$ cat config.mk
export PLATFORM = sky130hd
export DESIGN_NAME = eth_csr_avmm_bridge
export DESIGN_NICKNAME = d
export VERILOG_FILES = /design/src/rtl/eth_csr_avmm_bridge.sv
export SDC_FILE = /design/constraint.sdc
export NUM_CORES = 1
export LEC_CHECK = 0
export BUFFER_PORTS_ARGS = -buffer_cell sky130_fd_sc_hd__buf_2
export CAP_MARGIN = 20
export CORE_MARGIN = 10
export CORE_UTILIZATION = 40
export DETAILED_ROUTE_END_ITERATION = 10
export GPL_ROUTABILITY_DRIVEN = 0
export GPL_TIMING_DRIVEN = 0
export PLACE_DENSITY = 0.73
export REMOVE_ABC_BUFFERS = 1
export SYNTH_ARGS = -nofsm -noshare
export SYNTH_HDL_FRONTEND = slang
export SYNTH_SLANG_ARGS = --single-unit
$ cat constraint.sdc
create_clock -name clk -period 1.6 [get_ports clk]
set_input_delay 0.16 -clock clk [delete_from_list [all_inputs] [get_ports clk]]
set_output_delay 0.16 -clock clk [all_outputs]
set_load 0.005 [all_outputs]
$ cat src/rtl/eth_csr_avmm_bridge.sv
// Turns the flat Ethernet CSR command/data registers into single Avalon-MM
// transactions, with a bus timeout so a hung slave cannot wedge software.
module eth_csr_avmm_bridge #(
  parameter int          TIMEOUT_CYCLES = 1024,
  parameter logic [31:0] TIMEOUT_DATA   = 32'hDEAD_BEEF
) (
  input  logic        clk,
  input  logic        reset,
  input  logic [31:0] eth_ctrl_addr,
  input  logic [31:0] eth_wr_data,
  output logic [31:0] eth_rd_data,
  output logic [15:0] avmm_address,
  output logic        avmm_write,
  output logic        avmm_read,
  output logic [31:0] avmm_writedata,
  input  logic [31:0] avmm_readdata,
  input  logic        avmm_readdatavalid,
  input  logic        avmm_waitrequest,
  output logic        busy,
  output logic        err
);

  localparam int CW = $clog2(TIMEOUT_CYCLES + 1);

  localparam logic [2:0] IDLE    = 3'd0;
  localparam logic [2:0] WR      = 3'd1;
  localparam logic [2:0] RD_REQ  = 3'd2;
  localparam logic [2:0] RD_WAIT = 3'd3;
  localparam logic [2:0] DONE    = 3'd4;

  logic [2:0]    state_reg;
  logic [CW-1:0] cnt_reg;
  logic [1:0]    cmd;
  logic          timeout_hit;
  logic          unused_bits;

  assign cmd         = eth_ctrl_addr[17:16];
  assign unused_bits = ^eth_ctrl_addr[31:18];

  // ">=" rather than "==": an accepted read enters RD_WAIT with the count
  // possibly already at the limit, and must still time out there.
  assign timeout_hit = (cnt_reg >= CW'(TIMEOUT_CYCLES - 1));

  always_ff @(posedge clk) begin
    if (reset) begin
      state_reg      <= IDLE;
      cnt_reg        <= '0;
      eth_rd_data    <= '0;
      avmm_address   <= '0;
      avmm_write     <= 1'b0;
      avmm_read      <= 1'b0;
      avmm_writedata <= '0;
      busy           <= 1'b0;
      err            <= 1'b0;
    end else begin
      case (state_reg)
        IDLE: begin
          cnt_reg <= '0;
          case (cmd)
            2'b01: begin
              avmm_address   <= eth_ctrl_addr[15:0];
              avmm_writedata <= eth_wr_data;
              avmm_write     <= 1'b1;
              err            <= 1'b0;
              busy           <= 1'b1;
              state_reg      <= WR;
            end
            2'b10: begin
              avmm_address <= eth_ctrl_addr[15:0];
              avmm_read    <= 1'b1;
              err          <= 1'b0;
              busy         <= 1'b1;
              state_reg    <= RD_REQ;
            end
            2'b11: begin
              err       <= 1'b1;
              busy      <= 1'b1;
              state_reg <= DONE;
            end
            default: ;
          endcase
        end

        WR: begin
          cnt_reg <= cnt_reg + CW'(1);
          if (!avmm_waitrequest) begin
            avmm_write <= 1'b0;
            state_reg  <= DONE;
          end else if (timeout_hit) begin
            avmm_write <= 1'b0;
            err        <= 1'b1;
            state_reg  <= DONE;
          end
        end

        RD_REQ: begin
          cnt_reg <= cnt_reg + CW'(1);
          if (!avmm_waitrequest) begin
            avmm_read <= 1'b0;
            state_reg <= RD_WAIT;
          end else if (timeout_hit) begin
            avmm_read   <= 1'b0;
            err         <= 1'b1;
            eth_rd_data <= TIMEOUT_DATA;
            state_reg   <= DONE;
          end
        end

        RD_WAIT: begin
          cnt_reg <= cnt_reg + CW'(1);
          if (avmm_readdatavalid) begin
            eth_rd_data <= avmm_readdata;
            state_reg   <= DONE;
          end else if (timeout_hit) begin
            err         <= 1'b1;
            eth_rd_data <= TIMEOUT_DATA;
            state_reg   <= DONE;
          end
        end

        DONE: begin
          // Level-based rearm: a held command bit never re-issues.
          if (cmd == 2'b00) begin
            busy      <= 1'b0;
            state_reg <= IDLE;
          end
        end

        default: begin
          avmm_write <= 1'b0;
          avmm_read  <= 1'b0;
          busy       <= 1'b0;
          state_reg  <= IDLE;
        end
      endcase
    end
  end

endmodule

==> impl_metrics.tcl, run 1 <==
set metrics [dict create \
    antenna_cells 0 \
    setup_violations 0 \
    cp.depth 8 \
    critical-path-top-delay-family "compound AO/OA/AOI/OAI gates" \
    grt_start_max_net_pins 90 \
    internal-power_uw 3890 \
    dp_hpwl_mm 7.76 \
    gr-total-overflow 0 \
    setup_tns_ps 0 \
    final_layout_size_suffix_gt1_share_pct 39.3 \
    power_frac_comb_pct 21.6 \
    grt_pass1_wl_mm 17.9 \
    syn2layout_area_growth_pct 38.1 \
    cts.sinks 98 \
    final_cells 775 \
    vdd_ir_drop_max_mv 0.675 \
    drv_slew 0 \
    tritoncts "built" \
    ys_ff_latch 98 \
    syn_area_sq_um 3850 \
    synth_cell_types 41 \
    wl_per_cell_microns 15.0 \
    hp-start "eth_wr_data[15]" \
    num_rows 35 \
    p_sw_uw 1700 \
    r2r_start "cnt_reg[0]" \
    core_sq_um 9330 \
    h-tree-depth 3 \
    die_w_microns 118 \
    hp-class "in2reg" \
    cts_buffers 9 \
    seq_power_share_pct 49.3 \
    fin_util_pct 57.0 \
    worst-path-buf-inv 2 \
    final_hold_viol_count 0 \
    totalWireLength_mm 11.6 \
    critPathLaunch "cnt_reg[0]" \
    synth_area_per_cell_sq_um 8.23 \
    vias 3759 \
    p_per_area_nw_per_um2 1050 \
    firstDrtPassIters 4 \
    portBuffers 169 \
    clock_latency_ps 350 \
    pin_count 184 \
    end_kind "flop" \
    final_area_sq_um 5320 \
    r2r_cells 8 \
    maxSlewHeadroom_pct 71.0 \
    critPathMaxStageDelay_ps 350 \
    dieArea_sq_um 14000 \
    yosysSeqAreaShare_pct 50.9 \
    placed_cells 736 \
    track_usage_pct 15.3 \
    drv_cap 0 \
    max_freq_mhz 643 \
    required_ps 1830 \
    critical_path_class "reg2reg" \
    critPathArrivalTime_ps 1780 \
    pwr-share-clk_pct 29.1 \
    leakage_uw 0.00234 \
    yosys_warnings 0 \
    ant_nets 0 \
    status "finished, final reports clean" \
    syn_inst 468 \
    critPathMaxFanout 4 \
    cp_common_cell "buf_6" \
    die_h_microns 118 \
    first_global_vias 3618 \
    drc 0 \
    swShare_pct 30.4 \
    crit_slowest_cell "dfxtp_2" \
    hold_depth 3 \
    clock-root-buffer "clkbuf_8" \
    worstMarginPinSlew_ps 436 \
    via_per_inst 4.85 \
    path_cells "ha_4, a21o_1, a31oi_4, buf_6, a21oi_4, buf_6, a221oi_2, nor3_1" \
    place_area_sq_um 4750 \
    reg_top3 "avmm_writedata x32, eth_rd_data x32, avmm_address x16" \
    cp-start-kind "flop" \
    clk_pin_slew_worst_paths_ps 100 \
    finClkSkew_ps 11.2 \
    antenna_found_initial 0 \
    nNetsFinal 749 \
    fin_crit_sh_pct 97.2 \
    clock_path_buffers 2 \
    initial_utilization_pct 41.3 \
    drt_iter0_drc 270 \
    min_period_ps 1550 \
]
## kinds of logic after synthesis
kind of cell	after synthesis	synth area share, %
AND/OR/NAND/NOR	237	27.7
flip-flops	98	50.9
AO/OA/AOI/OAI	81	12.8
buffers and inverters	35	3.93
XOR/XNOR	9	2.05
adder cells (fa/ha/maj)	8	2.60
## per-stage QoR
step / worst slack [ps] / power (uW) / hold slack, ps
floorplan: -141 / 3290 / 229
global placement: -647 / 3710 / 399
detailed placement: -644 / 3750 / 374
CTS: 9.68 / 5510 / 17.0
global route: -8.01 / 5880 / 17.6
finish: 45.3 / 5590 / 34.5
## worst register-to-register path, delay by kind of cell, from the launching register on
kind            cells  cell delay [ps]
flops               1              350
simple gates        1               70
fa+ha+maj           1              170
compound gates      4              570
buf+inv             2              280
## power groups by stage
stage / logic, uW / clock network (uW) / registers [uW]
after floorplan: 494 / 0 / 2790
after global placement: 927 / 0 / 2780
after detailed placement: 956 / 0 / 2790
after CTS: 1080 / 1680 / 2750
after global routing: 1330 / 1760 / 2790
final: 1210 / 1630 / 2760
## final cells by class
type | count | area [sq um]
fillers | 840 | 4010
repair buffers | 189 | 1050
inverters | 4 | 15.0
well taps | 129 | 161
clock inverters | 6 | 73.8
clock buffers | 10 | 128
multi-input cells | 339 | 1910
flip-flops and latches | 98 | 1980
## placed cells by master, fill, tap and decap left out, types with 3 or more instances in the layout
cell / synthesis / routed
nor2b_1: 4 / 4
buf_2: 7 / 168
a21oi_1: 55 / 55
nand3_1: 3 / 3
buf_6: 1 / 4
buf_4: 1 / 14
nand2_1: 105 / 103
ha_1: 8 / 7
inv_1: 4 / 4
nor2_2: 0 / 4
nor3_1: 20 / 20
xnor2_1: 5 / 5
nor2_1: 76 / 70
xor2_1: 4 / 4
clkbuf_8: 0 / 9
dfxtp_1: 98 / 89
a22oi_1: 9 / 9
dfxtp_4: 0 / 4
nor3_2: 11 / 11
dfxtp_2: 0 / 5
## repair_timing
action                     4_1_cts  5_1_grt
setup buffers                   11        7
gates resized for setup         30       20
setup endpoints to repair       84       84
pin swaps                        5        2
hold buffers                     1        0
hold endpoints to repair         1        0
gates cloned                     3        1
## synth_stat cells, drive strengths merged
cell type | instances | share of area (%)
and4 | 2 | 0.45
and3 | 4 | 0.65
a32oi | 1 | 0.23
ha | 8 | 2.6
nor3b | 1 | 0.20
or2 | 2 | 0.32
o21ai | 4 | 0.52
a21oi | 56 | 7.6
clkbuf | 21 | 2.0
nand2b | 2 | 0.32
and4b | 1 | 0.26
a2111oi | 2 | 0.62
nor2 | 76 | 7.4
nor2b | 4 | 0.65
xor2 | 4 | 0.91
buf | 10 | 1.5
a31oi | 2 | 0.71
and2b | 1 | 0.20
xnor2 | 5 | 1.1
nor4 | 1 | 0.16
a211oi | 4 | 0.78
nand3 | 4 | 0.84
a221oi | 1 | 0.23
nand4 | 1 | 0.16
a21o | 2 | 0.39
a22oi | 9 | 1.8
nand3b | 1 | 0.20
dfxtp | 98 | 51
inv | 4 | 0.39
or3 | 1 | 0.16
nand2 | 105 | 10
nor3 | 31 | 5.5
## layer usage
| metal | track usage, % | share of wire, % | vias up |
|---|---|---|---|
| li1 | - | - | 1897 |
| met1 | 17.8 | 42 | 1708 |
| met2 | 25.3 | 48 | 141 |
| met3 | 6.67 | 9.2 | 13 |
| met4 | 3.40 | 1.0 | 0 |
| met5 | 0 | 0 | - |
## worst paths after layout
kind | endpoint | slack [ps]
setup / recovery | state_reg[2] | 50
hold reg to reg | avmm_writedata[15] | 460
hold / removal | avmm_writedata[15] | 30
setup reg to reg | state_reg[2] | 50
(Power assumes the default switching activity.)
==> run 2, diff against run 1 <==
Settings changed: CORE_ASPECT_RATIO set to 1.1, RECOVER_POWER set to 50.
==> run 2 against run 1 <==
Net effect:
- the run now ends with setup timing left
- non-clock buffer count down 2
- worst setup slack worse by 120 ps
- via count down 0.72%
- hold slack worse by 2.6 ps
- cell count down 1.9%
- utilization down 1.4 points
- register-to-register slack worse by 120 ps
- clock skew down 4.5 ps
- clock power up 9%
- critical endpoint unchanged
==> impl_metrics.tcl, run 2 (synthesis gave the netlist of run 1 again) <==
set metrics [dict create \
    tritoncts "built" \
    internal-power_uw 4050 \
    max_freq_mhz 595 \
    gr-total-overflow 0 \
    dieArea_sq_um 14000 \
    vias 3732 \
    critPathMaxFanout 7 \
    track_usage_pct 15.3 \
    mostFrequentLayoutCell "nand2_1" \
    maxSlewHeadroom_pct 30.7 \
    via_per_inst 4.91 \
    worstMarginPinSlew_ps 1040 \
    num_rows 37 \
    min_period_ps 1680 \
    layout_common_cells "102 x nand2_1, 87 x dfxtp_1, 86 x buf_2, 82 x clkbuf_1, 62 x nor2_1" \
    reg2reg_slack_ps -80 \
    whs_ps 31.8 \
    grt_pass1_wl_mm 17.4 \
    syn2layout_area_growth_pct 35.8 \
    required_ps 1850 \
    final_cells 760 \
    die_w_microns 114 \
    setup_tns_ps -79.4 \
    critPathArrivalTime_ps 1920 \
    placed_cells 723 \
    p_sw_uw 1670 \
    nNetsFinal 746 \
    violations "setup timing" \
    drv_cap 0 \
    grt_start_max_net_pins 91 \
    drv_slew 0 \
    pin_count 184 \
    antenna_found_initial 0 \
    reg_top3 "avmm_writedata x32, eth_rd_data x32, avmm_address x16" \
    drt_iter0_drc 209 \
    hp-class "in2reg" \
    final_hold_viol_count 0 \
    final_layout_size_suffix_gt1_share_pct 28.1 \
    critical_path_class "reg2reg" \
    p_per_area_nw_per_um2 1100 \
    totalWireLength_mm 11.7 \
    rsz0062_at_grt "yes" \
    vdd_ir_drop_max_mv 0.463 \
    seq_power_share_pct 48.2 \
    die_h_microns 123 \
    power_frac_comb_pct 20.7 \
    swShare_pct 29.2 \
    setup_violations 1 \
    core_sq_um 9400 \
    clk_pin_slew_worst_paths_ps 90 \
    cp-start-kind "flop" \
    clock-root-buffer "clkbuf_8" \
    end_kind "flop" \
    fin_crit_sh_pct 105 \
    cts.sinks 98 \
    final_area_sq_um 5230 \
    antenna_cells 0 \
    portBuffers 169 \
    cts_buffers 9 \
    finClkSkew_ps 6.70 \
    clock_path_buffers 2 \
    leakage_uw 0.00201 \
    drc 0 \
    status "finished with violations" \
    timing.final.ws_setup_ps -79.4 \
    h-tree-depth 3 \
    ant_nets 0 \
    wl_per_cell_microns 15.4 \
    first_global_vias 3566 \
    clock_latency_ps 350 \
    initial_utilization_pct 41.0 \
    firstDrtPassIters 4 \
    place_area_sq_um 4710 \
    pwr-share-clk_pct 31.2 \
    dp_hpwl_mm 7.75 \
]
==> run 2: cell count changes in the layout (fill, tap and decap cells not counted), moves of 8 or more <==
cell / change
buf_2: -82
clkbuf_1: +81
nor2_1: -8
nor2_2: +8
==> run 2: per-stage QoR <==
stage / total power (uW) / worst slack, ps / utilization [%]
finish: 5730 / -79.4 / 55.6
global placement: 3710 / -665 / 50.1
detailed placement: 3740 / -685 / 50.1
CTS: 5660 / -12.6 / 54.9
global route: 6050 / -154 / 55.6
floorplan: 3290 / -141 / -
==> run 2: worst paths after layout <==
path / cells after the start / to / startpoint
setup / recovery: 7 / state_reg[2] / cnt_reg[1]
hold / removal: 3 / avmm_writedata[24] / eth_wr_data[24]
setup reg to reg: 7 / state_reg[2] / cnt_reg[1]
hold reg to reg: 2 / avmm_writedata[27] / avmm_writedata[27]
==> run 2: repair_timing <==
item	CTS	global route
pin swaps	4	9
hold endpoints to repair	0	1
gates cloned	2	1
hold buffers	0	1
endpoints found under the setup margin	84	86
gates resized for setup	39	23
setup buffers	8	10
==> run 2: power groups by stage <==
| stage | clock (uW) | combinational [uW] | sequential, uW |
|---|---|---|---|
| after CTS | 1850 | 1050 | 2750 |
| after detailed placement | 0 | 949 | 2790 |
| after global routing | 1950 | 1320 | 2780 |
| after global placement | 0 | 924 | 2780 |
| final | 1780 | 1190 | 2760 |
| after floorplan | 0 | 494 | 2790 |
==> run 2: final cells by class <==
class / count / area [sq um]
fill: 913 / 4170
sequential: 98 / 1990
multi-input combinational: 338 / 1940
timing repair buffer: 187 / 920
tap: 117 / 146
clock buffer: 10 / 138
clock inverter: 6 / 87.6
inverter: 4 / 15.0
==> run 2: critical path, cell delays in order (launching register included) <==
cell and delay [ps]:
dfxtp_4 380, ha_4 140, a21o_1 120, a31oi_4 100, buf_6 160, a211oi_2 330, a221oi_2 110, nor3_1 240
==> run 2: layer usage <==
metal  wire length, microns  GRT usage, %  part of all wire, %
met1                   4790          16.8                   41
met4                    246          6.19                  2.1
met3                    992          6.35                  8.5
met5                      0             0                    0
met2                   5670          25.8                   48
==> run 3, diff against run 2 <==
==> constraint.sdc (replaced) <==
create_clock -name clk -period 1.6 [get_ports clk]
set_input_delay 0.32 -clock clk [delete_from_list [all_inputs] [get_ports clk]]
set_output_delay 0.32 -clock clk [all_outputs]
set_load 0.005 [all_outputs]
==> run 3 against run 2 <==
Net effect:
- the run still ends with setup timing left
- largest power group unchanged
- total power about the same
- register-to-register slack improved by 30 ps
- critical path depth grew 1
==> impl_metrics.tcl, run 3 (synthesis gave the netlist of run 1 again) <==
set metrics [dict create \
    dp_hpwl_mm 7.75 \
    ant_nets 0 \
    dieArea_sq_um 14000 \
    hp-start "eth_wr_data[24]" \
    leakage_uw 0.00200 \
    critical_path_class "reg2reg" \
    fin_crit_sh_pct 103 \
    grt_start_max_net_pins 91 \
    setup_violations 1 \
    clock_path_buffers 2 \
    antenna_cells 0 \
    rsz0062_at_grt "yes" \
    via_per_inst 4.90 \
    max_freq_mhz 605 \
    reg2reg_to "state_reg[2]" \
    final_hold_viol_count 0 \
    layout_common_cells "102 x nand2_1, 88 x dfxtp_1, 88 x buf_2, 80 x clkbuf_1, 60 x nor2_1" \
    p_per_area_nw_per_um2 1100 \
    end_kind "flop" \
    critPathArrivalTime_ps 1840 \
    num_rows 37 \
    gr-total-overflow 0 \
    final_layout_size_suffix_gt1_share_pct 28.6 \
    drv_slew 0 \
    required_ps 1790 \
    reg_top3 "avmm_writedata x32, eth_rd_data x32, avmm_address x16" \
    r2r_start "cnt_reg[1]" \
    mostFrequentLayoutCell "nand2_1" \
    hp-class "in2reg" \
    die_w_microns 114 \
    worstMarginPinSlew_ps 1050 \
    syn2layout_area_growth_pct 35.3 \
    status "finished with violations" \
    maxSlewHeadroom_pct 30.1 \
    track_usage_pct 15.3 \
    antenna_found_initial 0 \
    violations "setup timing" \
    grt_pass1_wl_mm 17.4 \
    vdd_ir_drop_max_mv 0.463 \
    wl_per_cell_microns 15.4 \
    vias 3706 \
    reg2reg_slack_ps -50 \
    clk_pin_slew_worst_paths_ps 100 \
    drc 0 \
    drv_cap 0 \
    h-tree-depth 3 \
    clock_latency_ps 350 \
    n_fill_cell 911 \
    totalWireLength_mm 11.7 \
    tritoncts "built" \
    r2r_cells 8 \
    finClkSkew_ps 6.62 \
    hold_depth 3 \
    critPathMaxFanout 8 \
    min_period_ps 1650 \
    cts_buffers 9 \
    totalPowerFinal_uw 5720 \
    firstDrtPassIters 4 \
    core_sq_um 9400 \
    fin_util_pct 55.5 \
    pin_count 184 \
    nNetsFinal 743 \
    min_delay_worst_endpoint "avmm_writedata[24]" \
    cts.sinks 98 \
    drt_iter0_drc 245 \
    cp-start-kind "flop" \
    die_h_microns 123 \
    portBuffers 169 \
    initial_utilization_pct 41.0 \
    timing.final.ws_setup_ps -53.8 \
    setup_tns_ps -53.8 \
    clock-root-buffer "clkbuf_8" \
    first_global_vias 3566 \
]
## run 3: worst max-delay path, cell delays in order (launching register included)
cell	delay (ps)
dfxtp_4	370
ha_4	170
a21o_1	180
a31oi_4	160
buf_6	130
a21oi_4	50
buf_6	150
a221oi_2	190
nor3_1	80
## run 3: layout make-up
class / instances / area [sq um] / share of cell area [%]
clock buffer: 10 / 138 / 2.64
clock inverter: 6 / 87.6 / 1.68
inverter: 4 / 15.0 / 0.288
multi-input combinational: 338 / 1940 / 37.3
sequential: 98 / 1980 / 38.1
tap: 117 / 146 / 2.81
timing repair buffer: 184 / 897 / 17.2
## run 3: what timing repair did
action,CTS,global route
hold buffers,0,0
endpoints found under the setup margin,84,86
setup buffers,8,8
pin swaps,4,5
gates cloned,2,1
gates resized for setup,39,25
## run 3: metrics by stage
| step | hold slack [ps] | area, sq um | cells | setup WS [ps] |
|---|---|---|---|---|
| 2_1_floorplan | 389 | 3710 | 437 | -141 |
| 3_5_place_dp | 443 | 4710 | 723 | -685 |
| 4_1_cts | 169 | 5160 | 749 | -12.6 |
| 5_1_grt | 160 | 5210 | 757 | -93.6 |
| 6_report | 192 | 5210 | 757 | -53.8 |
| 3_3_place_gp | 439 | 4710 | 723 | -665 |
## run 3: how the worst max path moves through the flow
| stage | from | to | depth (start not counted) |
|---|---|---|---|
| floorplan | state_reg[0] | avmm_writedata[0] | 5 |
| global placement | state_reg[0] | avmm_writedata[15] | 5 |
| detailed placement | state_reg[0] | avmm_writedata[4] | 5 |
| CTS | cnt_reg[1] | state_reg[2] | 8 |
| global route | cnt_reg[1] | state_reg[2] | 8 |
| finish | cnt_reg[1] | state_reg[2] | 8 |
## run 3: metal layers
layer	routed length (microns)	vias up	track usage, %
met5	0	-	0
met4	246	0	6.19
met1	4830	1700	16.8
met3	952	16	6.35
li1	-	1879	-
met2	5640	111	25.8
## run 3: report_power, final
group	internal (uW)	switching, uW
Sequential	2620	142
Combinational	498	681
Clock	930	856
